**config.mk**
```make
export PLATFORM = sky130hd
export DESIGN_NAME = sd_sampler_n
export DESIGN_NICKNAME = d
export VERILOG_FILES = /design/src/rtl/sd_sampler_n.sv
export SDC_FILE = /design/constraint.sdc
export NUM_CORES = 1
export LEC_CHECK = 0
export BUFFER_PORTS_ARGS = -buffer_cell sky130_fd_sc_hd__buf_2
export CORE_MARGIN = 8
export CORE_UTILIZATION = 45
export CTS_BUF_LIST = sky130_fd_sc_hd__clkbuf_8
export DETAILED_ROUTE_END_ITERATION = 6
export HOLD_SLACK_MARGIN = 0.02
export PLACE_DENSITY_LB_ADDON = 0.3
export SYNTH_ARGS = -nofsm -noshare
export SYNTH_HDL_FRONTEND = slang
export SYNTH_SLANG_ARGS = --single-unit
```
**constraint.sdc**
```tcl
create_clock -name SIM_CLK -period 2.8 [get_ports SIM_CLK]
set_clock_uncertainty 0.15 [all_clocks]
set_input_delay 0.28 -clock SIM_CLK [delete_from_list [all_inputs] [get_ports SIM_CLK]]
set_output_delay 0.28 -clock SIM_CLK [all_outputs]
set_load 0.02 [all_outputs]
```
**src/rtl/sd_sampler_n.sv**
```systemverilog
// sd_sampler_n: addressed discrete-input sampler with optional serial word
// assembly. A qualified sample latches one channel bit into DATA. In
// assembly mode the bits are also shifted MSB-first into a W-bit word that
// is handed to a consumer through a valid/ready pair, with a sticky overrun
// flag for words that complete while the previous one is still unconsumed.
module sd_sampler_n #(
   parameter int NCH = 14,
   parameter int W   = 8,
   localparam int AW = ($clog2(NCH) < 1) ? 1 : $clog2(NCH)
) (
   input  logic           SIM_CLK,
   input  logic           SIM_RST,
   input  logic           SMPL,
   input  logic           ADDRV,
   input  logic [AW-1:0]  ADDR,
   input  logic [NCH-1:0] CH_IN,
   input  logic           CLR,
   input  logic           MODE,
   input  logic           WORD_RDY,
   input  logic           OVR_CLR,
   output logic           DATA,
   output logic [W-1:0]   WORD,
   output logic           WORD_VLD,
   output logic           WORD_PAR,
   output logic           OVR
);

   // Count runs 0..W-1; the W-th bit completes the word and returns it to 0.
   localparam int CW = ($clog2(W) < 1) ? 1 : $clog2(W);

   typedef enum logic {
      DISC = 1'b0,
      ASM  = 1'b1
   } state_t;

   state_t         state;
   state_t         state_nx;
   logic           mreg;
   logic [CW-1:0]  cnt;
   logic [W-1:0]   shreg;
   logic [W-1:0]   sh_nx;
   logic           smp_bit;
   logic           acc;
   logic           mode_chg;
   logic           asm_shift;
   logic           done;
   logic           hs;
   logic           load;
   logic           ovr_set;

   function automatic logic par_of(input logic [W-1:0] v);
      return ^v;
   endfunction

   // Channel select; addresses at or beyond NCH read as 0.
   always_comb begin
      smp_bit = 1'b0;
      for (int k = 0; k < NCH; k++) begin
         if (ADDR == AW'(k)) smp_bit = CH_IN[k];
      end
   end

   // Qualify samples and decide what the word path does this cycle.
   always_comb begin
      acc       = SMPL & ADDRV;
      mode_chg  = (MODE != mreg);
      // A mode change or a clear wins over shifting: the sample reaches DATA only.
      asm_shift = (state == ASM) && !mode_chg && !CLR && acc;
      sh_nx     = {shreg[W-2:0], smp_bit};
      done      = asm_shift && (cnt == CW'(W - 1));
      hs        = WORD_VLD && WORD_RDY;
      // A word completing during a handshake replaces the consumed one.
      load      = done && (!WORD_VLD || WORD_RDY);
      ovr_set   = done && WORD_VLD && !WORD_RDY;
   end

   // Next-state logic: the FSM follows the registered mode.
   always_comb begin
      state_nx = state;
      if (mode_chg) state_nx = MODE ? ASM : DISC;
   end

   // State and mode registers.
   always_ff @(posedge SIM_CLK or negedge SIM_RST) begin
      if (!SIM_RST) begin
         state <= DISC;
         mreg  <= 1'b0;
      end else begin
         state <= state_nx;
         mreg  <= MODE;
      end
   end

   // Latched sample bit: a sample beats a coincident clear.
   always_ff @(posedge SIM_CLK or negedge SIM_RST) begin
      if (!SIM_RST) begin
         DATA <= 1'b0;
      end else if (acc) begin
         DATA <= smp_bit;
      end else if (CLR) begin
         DATA <= 1'b0;
      end
   end

   // Partial-word shift register and bit count.
   always_ff @(posedge SIM_CLK or negedge SIM_RST) begin
      if (!SIM_RST) begin
         cnt   <= '0;
         shreg <= '0;
      end else if (mode_chg || (state != ASM) || CLR || done) begin
         cnt   <= '0;
         shreg <= '0;
      end else if (asm_shift) begin
         cnt   <= cnt + CW'(1);
         shreg <= sh_nx;
      end
   end

   // Completed-word holding register with valid/ready handoff.
   always_ff @(posedge SIM_CLK or negedge SIM_RST) begin
      if (!SIM_RST) begin
         WORD     <= '0;
         WORD_VLD <= 1'b0;
         WORD_PAR <= 1'b0;
      end else if (load) begin
         WORD     <= sh_nx;
         WORD_VLD <= 1'b1;
         WORD_PAR <= par_of(sh_nx);
      end else if (hs) begin
         WORD_VLD <= 1'b0;
      end
   end

   // Sticky overrun: a new overrun outranks a coincident clear.
   always_ff @(posedge SIM_CLK or negedge SIM_RST) begin
      if (!SIM_RST) begin
         OVR <= 1'b0;
      end else if (ovr_set) begin
         OVR <= 1'b1;
      end else if (OVR_CLR) begin
         OVR <= 1'b0;
      end
   end

endmodule

```
==> summary.txt, run 1 <==
Synthesis
  – Sequential element share of the synthesized area: 51.9%
  – Yosys reg bits: 24
  – Total number of yosys warnings: 0
  – Post-Synthesis Cells: 90
  – Distinct cells, synth: 28
  – Post-Syn Nets: 118
  – Synthesized cell area: 0.00116 mm2
  – Mean Syn Cell Area: 12.8 um2

Floorplanning
  – # IOs: 38
  – DIE AREA: 0.00445 mm2
  – Die height: 66.7 um
  – Initial Util: 47.1%
  – Core Box Area: 0.00245 mm2
  – # rows: 18
  – Chip Width: 66.7 um

Power
  – Power per cell area: 493 mW/mm2
  – Peak VDD IR: 0.392 mV
  – Pleak: 0.778 nW
  – Clk pwr share: 41.4%
  – Sequential power share: 49.3%
  – Internal: 0.574 mW
  – Power share of the combinational group: 9.3%
  – Psw: 0.143 mW
  – Sw frac: 19.9%

Final layout
  – N_diodes: 0
  – FILL cells: 201
  – Area growth syn-to-layout: 25.6%
  – Area of the multi-input gates: 533 um2
  – Nets: 160
  – Register area: 601 um2
  – Layout cells sized above 1: 42.7%

Global route
  – Total GRT Usage: 12.3%
  – Vias in the first global route: 978
  – Grt ovf: 0
  – First-pass GRT wire length: 4320 um
  – Largest net degree at the start of global routing: 25
  – Met2 Use GR: 21.0%
  – Met1 usage: 13.8%
  – Gr busiest metal: met2
  – Met3 usage: 3.02%
  – Antenna violations before repair: 0

Routing
  – First DRT Iteration DRCs: 25
  – Vias/cell: 5.21
  – Wire per inst: 15.1 um
  – Post-route DRC: 0
  – Via count: 839
  – Antenna-violating nets left: 0
  – TritonRoute pass-1 iters: 4
  – Final WL: 2440 um

Placed design
  – GPL Wtd Cong: 0.780
  – PortBufs: 37
  – HPWL Detailed: 1920 um

Hold path
  – Worst min path class: primary input to flip-flop
  – Hold Path End: mreg
  – Hold Crit Start: MODE
  – Worst hold path stage count: 1

Critical path
  – Worst path required time: 2800 ps
  – Reg2reg path depth: 5
  – Crit path kind: flip-flop to flip-flop
  – Max FO, Critical Path: 9
  – Flop2flop setup slack: 720 ps
  – Startpoint Class: flip-flop
  – Worst flop-to-flop path endpoint: WORD[2]
  – CP Capture Type: flip-flop
  – RR Startpoint: cnt[0]
  – Critical path data arrival time: 2080 ps

Timing
  – Slew @ Worst Pin: 760 ps
  – Period minus WS final: 2080 ps
  – Fin crit share: 74.3%
  – F_max: 0.480 GHz
  – Slew headroom: 49.3%
  – Hold Violations, Final: 0
  – Hold_ws: 25.3 ps
  – Pins Over Slew Limit: 0
  – RSZ-0062 raised after global routing: no
  – Post-route setup TNS: 0 ps
  – Final setup viols: 0

Clock tree
  – CTS root buffer: clkbuf_8
  – Num CTS Buffers: 3
  – Clk sinks: 24
  – Number of gates resized after CTS: 0
  – CTS tree: built
  – Post-CTS Hold Buffers: 1
  – Max Buffers Root-to-Sink: 2
  – Worst skew pair latency: 260 ps
  – Setup repair bufs after CTS: 0
  – Worst-path clk slew: 80 ps
  – CTS H-Tree Depth: 1

Status
  – Status: complete, no violations

Run
  – Max Cap Viol: 0
[cells in the mapped netlist, drive strengths merged]
cell,instances,area (um2)
o2111a,1,11.3
ha,2,25.0
mux2,10,116
o211ai,1,7.51
nor3,3,15.0
a21oi,3,15.0
nor2b,3,18.8
o211a,1,10.0
or2,1,8.76
dfrtp,24,601
nand3b,1,7.51
xnor2,3,26.3
nor2,3,13.8
nand4b,1,8.76
mux2i,4,40.0
nand2b,2,12.5
o21ai,4,20.0
o22ai,1,6.26
nand2,6,22.5
mux4,1,22.5
buf,1,11.3
a22o,9,80.1
clkbuf,1,3.75
inv,2,7.51
xnor3,2,45.0
[state kept, by name (all words and copies together) (netlist names)]
signal,cells
DATA,1
OVR,1
WORD,8
WORD_PAR,1
WORD_VLD,1
cnt,3
mreg,1
shreg,7
state,1
[worst max-delay path by stage]
stage,slack (ps),endpoint,cells after the start,from
after CTS,720,WORD[2],5,cnt[0]
after global placement,790,WORD[0],6,ADDR[0]
after detailed placement,730,WORD[2],5,cnt[0]
after global routing,540,WORD[2],5,cnt[0]
after floorplan,940,DATA,6,ADDR[0]
final,720,WORD[2],5,cnt[0]
[worst max-delay path: stages, from the launching register on]
cell and delay [ps]:
dfrtp_1 370, ha_1 170, ha_1 180, nand4b_1 230
nor2_2 470, mux2_2 400
[through the flow]
step / power (mW) / worst slack (ps) / area (um2) / cells / util, %
floorplan: 0.394 / 942 / 1160 / 90 / -
global placement: 0.423 / 795 / 1370 / 156 / 55.9
detailed placement: 0.426 / 733 / 1370 / 156 / 55.9
CTS: 0.726 / 720 / 1450 / 161 / 59.2
global route: 0.747 / 543 / 1450 / 161 / 59.2
finish: 0.717 / 718 / 1450 / 161 / 59.2
[layout by cell type, fill, tap and decap left out, drive strengths merged, types with 2 or more instances in the layout]
master and instances:
a21oi 3, a22o 9, buf 38, clkbuf 3, dfrtp 24, ha 2, inv 2, mux2 10
mux2i 4, nand2 6, nand2b 2, nor2 3, nor2b 3, nor3 3, o21ai 4, xnor2 3
xnor3 2
[power groups by stage]
stage               logic (mW)  clock network [mW]  registers, mW
detailed placement      0.0657                   0          0.360
floorplan               0.0325                   0          0.362
CTS                     0.0671               0.306          0.353
global placement        0.0635                   0          0.360
global route            0.0747               0.318          0.354
finish                  0.0663               0.297          0.353
[layer usage]
metal	wire, um	vias to the layer above
li1	-	412
met1	1030	403
met2	1250	18
met3	114	6
met4	44	0
met5	0	-
[logic make-up after synthesis]
logic type,count (synthesis),share of synthesized area [%]
and+or+nand+nor,20,9.31
xor gates and xnor gates,5,6.17
adders and majority gates,2,2.16
buffers and inverters,4,1.95
muxes,15,15.5
DFF,24,51.9
AOI/OAI and AO/OA,20,13.0
[layout make-up]
cell class / instances / share of cell area, %
Sequential cell: 24 / 41.3
Multi-Input combinational cell: 62 / 36.7
Timing Repair Buffer: 39 / 14.0
Clock buffer: 3 / 2.84
Tap cell: 30 / 2.58
Clock inverter: 1 / 2.07
Inverter: 2 / 0.517
(Power assumes the default switching activity.)
==> inputs of run 2 (changes only) <==
clock period = 2.1 ns   (was 2.8 ns; I/O delays follow)
==> run 2 against run 1 <==
  * Wire length fell by 0.21%
  * Critical path depth rose by 2
  * Hold slack improved by 58 ps
==> summary.txt, run 2 (synthesized netlist as in run 1, its figures left out) <==
Critical path
  – Max FO, Critical Path: 9 (unchanged)
  – Buf/Inv on CP: 3 (+3)
  – CP max stage delay: 530 ps (+60 ps)
  – Worst-path cell chain: dlygate4sd3_1 > buf_2 > xnor2_1 > nand4b_1 > nor2_2 > buf_4 > mux2_2
  – Crit path kind: primary input to flip-flop
  – CP Capture Type: flip-flop
  – Startpoint Class: primary input
  – Worst path required time: 2090 ps (-710 ps)
  – Crit path max-delay family: buffers and inverters
  – Slowest-stage cell, CP: dlygate4sd3_1
  – Critical path data arrival time: 1890 ps (-190 ps)

Timing
  – RSZ-0062 raised after global routing: no
  – Pins Over Slew Limit: 0 (unchanged)
  – Post-route setup TNS: 0 ps (unchanged)
  – F_max: 0.528 GHz
  – Fin crit share: 90.3%
  – Period minus WS final: 1900 ps
  – Final setup viols: 0 (unchanged)
  – Slew headroom: 66.2% (+17 points)
  – Hold Violations, Final: 0 (unchanged)
  – Slew @ Worst Pin: 507 ps (-253 ps)
  – Final setup margin: 205 ps (-514 ps)

Routing
  – TritonRoute pass-1 iters: 4 (unchanged)
  – Antenna-violating nets left: 0 (unchanged)
  – Wire per inst: 14.6 um (-3.2%)
  – First DRT Iteration DRCs: 13 (-48%)
  – Final WL: 2430 um (-0.21%)
  – Via count: 870 (+3.7%)
  – Post-route DRC: 0 (unchanged)
  – Vias/cell: 5.24 (+0.57%)

Clock tree
  – CTS tree: built
  – Worst-path clk slew: 80 ps (about the same)
  – Max Buffers Root-to-Sink: 2 (unchanged)
  – Num CTS Buffers: 3 (unchanged)
  – Clk sinks: 24 (unchanged)
  – Worst skew pair latency: 260 ps (about the same)
  – Number of gates resized after CTS: 0 (unchanged)
  – CTS root buffer: clkbuf_8
  – Post-CTS Hold Buffers: 3 (+2)
  – Setup repair bufs after CTS: 0 (unchanged)
  – CTS H-Tree Depth: 1 (unchanged)

Power
  – Peak VDD IR: 0.427 mV (+9.1%)
  – Clk pwr share: 34.7% (-6.7 points)
  – Psw: 0.180 mW (+26%)
  – Total Power: 0.861 mW (+20%)
  – Internal: 0.682 mW (+19%)
  – Power share of the combinational group: 10.6% (+1.3 points)
  – Sequential power share: 54.7% (+5.4 points)
  – Power per cell area: 582 mW/mm2 (+18%)
  – Sw frac: 20.9% (+0.97 points)
  – Pleak: 0.795 nW (+2.1%)

Placed design
  – GPL Wtd Cong: 0.719 (-7.9%)
  – Dpl ws: 157 ps (-576 ps)
  – HPWL Detailed: 1910 um (-0.50%)
  – PortBufs: 37 (unchanged)

Final layout
  – Commonest non-fill, non-tap cells in the layout: buf_2, dfrtp_1, mux2_2
  – Layout cells sized above 1: 43.4% (+0.63 points)
  – Largest Register: WORD
  – Commonest non-fill, non-tap cell in the layout: buf_2
  – Max reg flops: 8 (unchanged)
  – Largest regs: WORD: 8 flops, shreg: 7 flops, cnt: 3 flops
  – Area growth syn-to-layout: 27.9%
  – N_diodes: 0 (unchanged)
  – FILL cells: 206 (+2.5%)
  – Nets: 165 (+3.1%)

Floorplanning
  – Chip Width: 66.7 um (unchanged)
  – Die height: 66.7 um (unchanged)
  – # rows: 18 (unchanged)
  – Core Box Area: 0.00245 mm2 (unchanged)
  – Initial Util: 47.1% (unchanged)
  – # IOs: 38 (unchanged)
  – DIE AREA: 0.00445 mm2 (unchanged)

Global route
  – Total GRT Usage: 12.4% (+0.11 points)
  – Largest net degree at the start of global routing: 25 (unchanged)
  – First-pass GRT wire length: 4320 um (unchanged)
  – Antenna violations before repair: 0 (unchanged)
  – Gr busiest metal: met2
  – Met2 Use GR: 21.3% (+0.24 points)
  – Met3 usage: 3.02% (unchanged)
  – Met1 usage: 13.7% (-0.073 points)
  – Grt ovf: 0 (unchanged)
  – Vias in the first global route: 986 (+0.82%)

Status
  – Status: complete, no violations

Hold path
  – Worst min path class: primary input to flip-flop

Run
  – Max Cap Viol: 0 (unchanged)
run 2: cell types whose count changed in the layout (fill, tap and decap cells not counted):
cell           before  now
buf_4               1    4
clkbuf_8            3    4
dlygate4sd3_1       1    3
bufinv_16           1    0
run 2: worst min-delay path: stages:
cell      delay [ps]
buf_2             80
nand2b_1         110
nand2_1           50
run 2: stage by stage:
step | cell area (um2) | hold WS (ps) | util (%) | std cells
2_1_floorplan | 1160 | -236 | - | 90
3_3_place_gp | 1390 | 58.0 | 56.8 | 159
3_5_place_dp | 1390 | 65.4 | 56.8 | 159
4_1_cts | 1480 | 75.5 | 60.2 | 166
5_1_grt | 1480 | 111 | 60.2 | 166
6_report | 1480 | 83.4 | 60.2 | 166
run 2: power groups by stage:
stage	logic, mW	registers (mW)	clock network [mW]
after floorplan	0.0434	0.482	0
after global placement	0.0849	0.480	0
after detailed placement	0.0882	0.480	0
after CTS	0.0925	0.471	0.311
after global routing	0.102	0.472	0.332
final	0.0915	0.471	0.298
run 2: layer usage:
layer / up-vias / routed length [um]
met1: 422 / 981
met3: 6 / 124
met2: 20 / 1270
met5: - / 0
li1: 422 / -
met4: 0 / 59
run 2: worst paths after layout:
check / start / end / slack [ps] / depth (start not counted)
max in group asynchronous: SIM_RST / WORD[5] / 1160 / 2
max reg2reg: cnt[0] / WORD[2] / 340 / 6
min in group asynchronous: SIM_RST / WORD[2] / 310 / 2
max: MODE / WORD[2] / 200 / 7
min reg2reg: mreg / state / 340 / 1
min: WORD_RDY / WORD_VLD / 80 / 3
run 2: cell type report:
type / instances / area [um2] / area share [%]
repair buffers: 44 / 245 / 16.6
well taps: 30 / 37.5 / 2.54
multi-input cells: 62 / 533 / 36.0
flip-flops and latches: 24 / 601 / 40.6
inverters: 2 / 7.51 / 0.508
clock buffers: 4 / 55.1 / 3.72
